**src/rtl/hwt_monitor.sv**
```systemverilog
// Runtime checker for the hwt cell: compares sampled vectors against Y = D & ((A & B) ^ C).
// It counts mismatches per rolling window and latches an alarm. Optional capture of the first bad vector: HWT_MON_TRACE_EN.
module hwt_monitor #(
    parameter int unsigned MISMATCH_LIMIT = 4,
    parameter int unsigned WINDOW         = 16,
    parameter int unsigned CNT_W          = 8
) (
    input  logic                       clk,
    input  logic                       rst_n,
    input  logic                       en,
    input  logic                       clear,
    input  logic                       in_valid,
    output logic                       in_ready,
    input  logic                       a,
    input  logic                       b,
    input  logic                       c,
    input  logic                       d,
    input  logic                       y,
    output logic                       alarm,
    output logic [CNT_W-1:0]           err_cnt,
    output logic [$clog2(WINDOW)-1:0]  sample_cnt,
    output logic [1:0]                 state,
    output logic [4:0]                 trace_vec,
    output logic                       trace_valid
);

    localparam int unsigned SMP_W = $clog2(WINDOW);

    localparam logic [1:0] IDLE    = 2'b00;
    localparam logic [1:0] MONITOR = 2'b01;
    localparam logic [1:0] ALARM   = 2'b10;

    localparam logic [CNT_W-1:0] LIMIT       = CNT_W'(MISMATCH_LIMIT);
    localparam logic [SMP_W-1:0] LAST_SAMPLE = SMP_W'(WINDOW - 1);

    logic             golden;
    logic             accept;
    logic             mismatch;
    logic [1:0]       state_d;
    logic             alarm_d;
    logic [CNT_W-1:0] err_d;
    logic [CNT_W-1:0] err_inc;
    logic [SMP_W-1:0] smp_d;

    assign in_ready = (state == MONITOR);
    assign accept   = in_valid && in_ready;
    assign golden   = d & ((a & b) ^ c);
    assign mismatch = accept && (y != golden);

    // State and counter registers
    always_ff @(posedge clk or negedge rst_n) begin
        if (!rst_n) begin
            state      <= IDLE;
            alarm      <= 1'b0;
            err_cnt    <= '0;
            sample_cnt <= '0;
        end else begin
            state      <= state_d;
            alarm      <= alarm_d;
            err_cnt    <= err_d;
            sample_cnt <= smp_d;
        end
    end

    // Next-state: clear > en low > limit reached > window rollover
    always_comb begin
        state_d = state;
        alarm_d = alarm;
        err_d   = err_cnt;
        smp_d   = sample_cnt;
        err_inc = err_cnt + CNT_W'(1);

        if (clear) begin
            err_d   = '0;
            smp_d   = '0;
            alarm_d = 1'b0;
            if (state == ALARM) begin
                state_d = IDLE;
            end
        end else begin
            case (state)
                IDLE: begin
                    err_d = '0;
                    smp_d = '0;
                    if (en) begin
                        state_d = MONITOR;
                    end
                end
                MONITOR: begin
                    if (!en) begin
                        state_d = IDLE;
                        err_d   = '0;
                        smp_d   = '0;
                    end else if (accept) begin
                        smp_d = sample_cnt + SMP_W'(1);
                        if (mismatch) begin
                            err_d = err_inc;
                        end
                        if (mismatch && (err_inc == LIMIT)) begin
                            state_d = ALARM;
                            alarm_d = 1'b1;
                        end else if (sample_cnt == LAST_SAMPLE) begin
                            smp_d = '0;
                            err_d = '0;
                        end
                    end
                end
                ALARM: begin
                    alarm_d = 1'b1;
                end
                default: begin
                    state_d = IDLE;
                    alarm_d = 1'b0;
                    err_d   = '0;
                    smp_d   = '0;
                end
            endcase
        end
    end

`ifdef HWT_MON_TRACE_EN
    logic capture;

    // Only a mismatch that is actually counted may be captured
    assign capture = mismatch && en && !clear && !trace_valid;

    always_ff @(posedge clk or negedge rst_n) begin
        if (!rst_n) begin
            trace_vec   <= '0;
            trace_valid <= 1'b0;
        end else if (clear) begin
            trace_vec   <= '0;
            trace_valid <= 1'b0;
        end else if (capture) begin
            trace_vec   <= {a, b, c, d, y};
            trace_valid <= 1'b1;
        end
    end
`else
    assign trace_vec   = 5'b00000;
    assign trace_valid = 1'b0;
`endif

endmodule

```
**config.mk**
```make
export PLATFORM = sky130hd
export DESIGN_NAME = hwt_monitor
export DESIGN_NICKNAME = d
export VERILOG_FILES = /design/src/rtl/hwt_monitor.sv
export SDC_FILE = /design/constraint.sdc
export NUM_CORES = 1
export LEC_CHECK = 0
export ABC_AREA = 1
export BUFFER_PORTS_ARGS = -buffer_cell sky130_fd_sc_hd__buf_2
export CORE_MARGIN = 2
export CORE_UTILIZATION = 53
export CTS_CLUSTER_DIAMETER = 50
export DETAILED_ROUTE_END_ITERATION = 7
export GPL_ROUTABILITY_DRIVEN = 0
export PLACE_DENSITY = 0.8
export RECOVER_POWER = 100
export SYNTH_ARGS = -nofsm -noshare
export SYNTH_HDL_FRONTEND = slang
export SYNTH_SLANG_ARGS = --single-unit
```
**constraint.sdc**
```tcl
create_clock -name clk -period 1.8 [get_ports clk]
set_input_delay 0.36 -clock clk [delete_from_list [all_inputs] [get_ports clk]]
set_output_delay 0.36 -clock clk [all_outputs]
set_load 0.1 [all_outputs]
```
# --- Yosys cells after proc, flatten, opt, wreduce, memory -nomap -nowiden ---
# Cells that the tools add are included.
totals:
  reg_bits: 15
  input_bits: 10
  output_inout_bits: 22
  elab_cells: 55
classes:
  n_addsub: 2
  n_eq_ne: 14
  mux: 25
  bitwise_logic: 3
  n_reduce_logical: 7
ops:
  columns: ["op", "n"]
  rows:
  - ["$mux 8", 6]
  - ["$mux 4", 5]
  - ["$pmux 8 s2", 1]
  - ["$mux 2", 6]
  - ["$add 8x1->8 const B", 1]
  - ["$eq 8x3->1 const B", 1]
  - ["$ne 4x3->1 const B", 2]
  - ["$pmux 4 s2", 1]
  - ["$ne 3x2->1 const B", 2]
  - ["$ne 3x3->1 const B", 2]
  - ["$pmux 2 s3", 1]
  - ["$reduce_and 5->1", 1]
  - ["$add 4x1->4 const B", 1]
  - ["$eq 4x4->1 const B", 1]
  - ["$mux 1", 4]
  - ["$ne 2x2->1 const B", 2]
  - ["$reduce_and 4->1", 1]
  - ["$logic_and 1x1->1", 3]
  - ["$pmux 1 s3", 1]
  - ["$and 1x1->1", 2]
  - ["$eq 2x1->1 const B", 1]
  - ["$eq 2x2->1 const B", 1]
  - ["$logic_not 2->1", 1]
  - ["$ne 2x1->1 const B", 1]
  - ["other kinds (3)", 3]

# --- Logic depth before layout (Yosys ltp) ---
depth:
  ltp_word: 12
  mapped_depth: 13
  depth_no_buf: 13

# --- Worst setup path before layout ---
# OpenSTA, ideal clock, no wires.
synth_path:
  path_kind: "reg2reg"
  start: "reg state[0]"
  end: "reg sample_cnt[1]"
  setup_time_ns: 0.122
  t_arrival_ns: 2.892
  t_required_ns: 1.678
  slack_ns: -1.214
  stages_incl_launch_ff: 8
  path_buffers: 0
  synth_period_minus_slack_ns: 3.014
  path_cell_list: "dfrtp_1 > ha_1 > inv_1 > nor3_4 > a21boi_4 > inv_2 > nor2_4 > a22o_1"
synth_between:
  elab_chain_len: 9
  elab_cells_between_ends: 13
  classes_between: "4 x eq/ne; 5 x mux; 4 x reduce/logical"
synth_rtl:
  columns: ["element", "line_no", "text"]
  rows:
  - ["start, declared", "22", "output logic [1:0] state,"]
  - ["start signal, assigned", "58", "state <= state_d;"]
  - ["$eq 2x1->1 (*)", "45", "assign in_ready = (state == MONITOR);"]
  - ["named net in_ready", "13", "output logic in_ready,"]
  - ["$logic_and 1x1->1", "46", "assign accept = in_valid && in_ready;"]
  - ["$logic_and 1x1->1", "48", "assign mismatch = accept && (y != golden);"]
  - ["$logic_and 1x1->1", "99", "if (mismatch && (err_inc == LIMIT)) begin"]
  - ["$mux 4", "99", null]
  - ["$mux 4", "94", "end else if (accept) begin"]
  - ["$mux 4", "90", "if (!en) begin"]
  - ["$pmux 4 s2", "81", "case (state)"]
  - ["$mux 4", "73", "if (clear) begin"]
  - ["end signal, assigned", "61", "sample_cnt <= smp_d;"]
  - ["end, declared", "21", "output logic [$clog2(WINDOW)-1:0] sample_cnt,"]
# The timed path passes the listed nets; every way through them passes the cells marked *. The select of a mux whose other input is x is not followed.
# A chain may end at the register's enable or synchronous reset.

# --- Worst setup path after layout ---
layout_path:
  start: "reg state[1]"
  end: "out in_ready"
layout_between:
  elab_chain_len: 1
layout_rtl:
  columns: ["element", "line_no"]
  rows:
  - ["$eq 2x1->1", "45"]
  - ["end, declared", "13"]
# No other way between the ends.

==> flow_summary.ini <==
[placement]
pre_cts_ws_ps = 56.4
port_buffers = 25
hpwl_um = 2120
post_dp_cell_area_um2 = 1480

[timing]
hold_viol = 0
tightest_slew_ps = 840
setup_viol = 0
fin_crit_ps = 1700
fin_skew_ps = 0.747
finalMaxSlewViolations = 0
whs_ps = 437
fin_crit_sh_pct = 94.2
fmax_ghz = 0.590
setup_slack_ps = 105
relSlewSlack_pct = 44.0

[finish]
drive_gt1_share_pct = 37.3
post-route-util_pct = 68.0
fill_cells = 216
fin_nets = 222
layout_commonest_cell = nand2_1
areaGrowthSynthToFinish_pct = 19.3
layout_common_cells = nand2_1 (41), inv_1 (17), clkbuf_2 (16)
antenna_cells = 0
stdcell_area_um2 = 1520

[synthesis]
ys_ff_latch = 15
yosys_warnings = 0
synthCells = 169
synth.distinct_cells = 32
syn-cell-area_um2 = 1270
yosysSeqAreaShare_pct = 29.5
synth_area_per_cell_um2 = 7.54

[die]
die_y_um = 53.0
pin_count = 32
core-area_um2 = 2230
initial_core_util_pct = 57.0
dieArea_um2 = 2810
num_rows = 17
die_w_um = 53.0

[setup_path]
criticalPathCategory = flip-flop to output port
cp_max_fo = 4
cp-startpoint = state[1]$_DFFE_PN0P_
critPathCaptureType = output port
r2r-start = state[1]$_DFFE_PN0P_
worst_ep_arrival_time_ps = 1340
start_kind = flip-flop
crit_required_ps = 1440

[power_and_ir_drop]
switching_share_pct = 55.3
p_leak_uw = 0.000762
p_seq_share_pct = 28.2
switchingPower_uw = 856
power_frac_comb_pct = 59.4
pwr-share-clk_pct = 12.4
ir_worst_vdd_mv = 0.854
p_per_area_nw_per_um2 = 1020
power_uw = 1550
p_int_uw = 692

[drt]
post_drt_via_cell_ratio = 5.09
drcViolationCount = 0
dr.pass1.iters = 4
dr_total_vias = 1180
drt-wirelength-per-cell_um = 11.7
ant_nets = 0
dr.first_iter.drc_count = 29
routed_wl_um = 2700

[cts]
tritoncts_num_sinks = 15
clk_pin_slew_ps = 90
h-tree-depth = 1
clkLatencyLatePin_ps = 280
clk_path_buf_depth = 2
cts_buffers = 3
root_buffer = clkbuf_4
cts_tree = done

[hold_path]
holdCritPathClass = input port to flip-flop
hold_start = clear

[run]
cap_viol_max_count = 0

[grt]
grt_max_degree = 16
grt_use_total_pct = 22.5
first_global_vias = 1111
grt_overflow = 0
grt_first_pass_wirelength_um = 4550
antenna_found_initial = 0

[run_status]
status = finished, final reports clean
==> cell families after synthesis <==
family / count (synthesis) / share of synthesized area [%]
adders and majority gates: 7 / 6.88
other: 1 / 0.294
AOI/OAI and AO/OA: 22 / 12.7
DFF: 15 / 29.5
buffers and inverters: 33 / 11.9
xor gates and xnor gates: 4 / 2.75
and+or+nand+nor: 87 / 36.0
==> power groups by stage <==
stage	clock network, uW	logic (uW)	registers, uW
final	191	920	437
after floorplan	0	465	730
after global routing	215	983	445
after CTS	201	927	436
after global placement	0	909	440
after detailed placement	0	923	442
==> worst max-delay path, stage by stage (launching register included) <==
cell and delay [ps]:
dfrtp_4 510, inv_4 80, ha_4 140, buf_4 110, buf_6 210
==> area by class of cell <==
type / instances / area [um^2] / area share [%]
inverters: 26 / 104 / 6.84
clock inverters: 1 / 5.00 / 0.329
clock buffers: 3 / 22.5 / 1.48
well taps: 28 / 35.0 / 2.31
flip-flops and latches: 15 / 388 / 25.5
repair buffers: 33 / 190 / 12.5
multi-input cells: 126 / 774 / 51.0
==> final timing paths <==
check                                             to  cells after the start  slack (ps)
max                                         in_ready                      4         100
min                                alarm$_DFFE_PN0P_                      4         440
max reg2reg                   err_cnt[1]$_DFFE_PN0P_                      8         110
min reg2reg                        alarm$_DFFE_PN0P_                      2         530
max in group asynchronous       state[0]$_DFFE_PN0P_                      2         510
min in group asynchronous  sample_cnt[2]$_DFFE_PN0P_                      2         680
==> through the flow <==
| step | std cells | setup TNS (ps) |
|---|---|---|
| 2_1_floorplan | 174 | -3450 |
| 3_3_place_gp | 224 | 0 |
| 3_5_place_dp | 224 | 0 |
| 4_1_cts | 229 | 0 |
| 5_1_grt | 232 | -8.03 |
| 6_report | 232 | 0 |
==> Yosys cell counts <==
master / n / area, um^2
o21ai_0: 4 / 20.0
inv_1: 19 / 71.3
nor3_4: 1 / 16.3
nand3_2: 1 / 10.0
nand3_1: 14 / 70.1
clkinv_1: 1 / 3.75
o211ai_1: 1 / 7.51
nand4_1: 4 / 25.0
nand2_2: 7 / 43.8
nor2_4: 4 / 45.0
o22ai_1: 1 / 6.26
dfrtp_1: 15 / 375
a21boi_4: 1 / 18.8
a22o_1: 1 / 8.76
nand2_4: 3 / 33.8
conb_1: 1 / 3.75
ha_1: 7 / 87.6
nor3_1: 1 / 5.00
o21ai_2: 6 / 52.6
nor2_2: 3 / 18.8
o21ai_1: 1 / 5.00
nand3b_1: 2 / 15.0
buf_4: 7 / 52.6
xor2_1: 3 / 26.3
nand2_1: 43 / 161
o21a_1: 1 / 7.51
inv_2: 5 / 18.8
clkinv_2: 1 / 5.00
xnor2_1: 1 / 8.76
o21bai_1: 2 / 15.0
a21oi_1: 4 / 20.0
nor2_1: 4 / 15.0
==> layer usage <==
layer / vias up / global-route usage (%) / wire length (um) / share of wire [%]
met1: 544 / 25.9 / 1080 / 40
met2: 38 / 40.6 / 1430 / 53
met5: - / 0 / 0 / 0
met3: 4 / 3.39 / 167 / 6.2
li1: 594 / - / - / -
met4: 0 / 10.3 / 34 / 1.3
==> registers in the layout, indices dropped and copies added, names as in the netlist <==
register,count
alarm,1
err_cnt,8
sample_cnt,4
state,2
==> what timing repair did <==
item                                   in CTS  in global routing
buffers inserted                            0                  3
hold buffers                                1                  0
endpoints found under the hold margin      15                  0
setup endpoints to repair                   0                 13
resized for setup                           0                  4
Power figures use the tool's default switching activity.
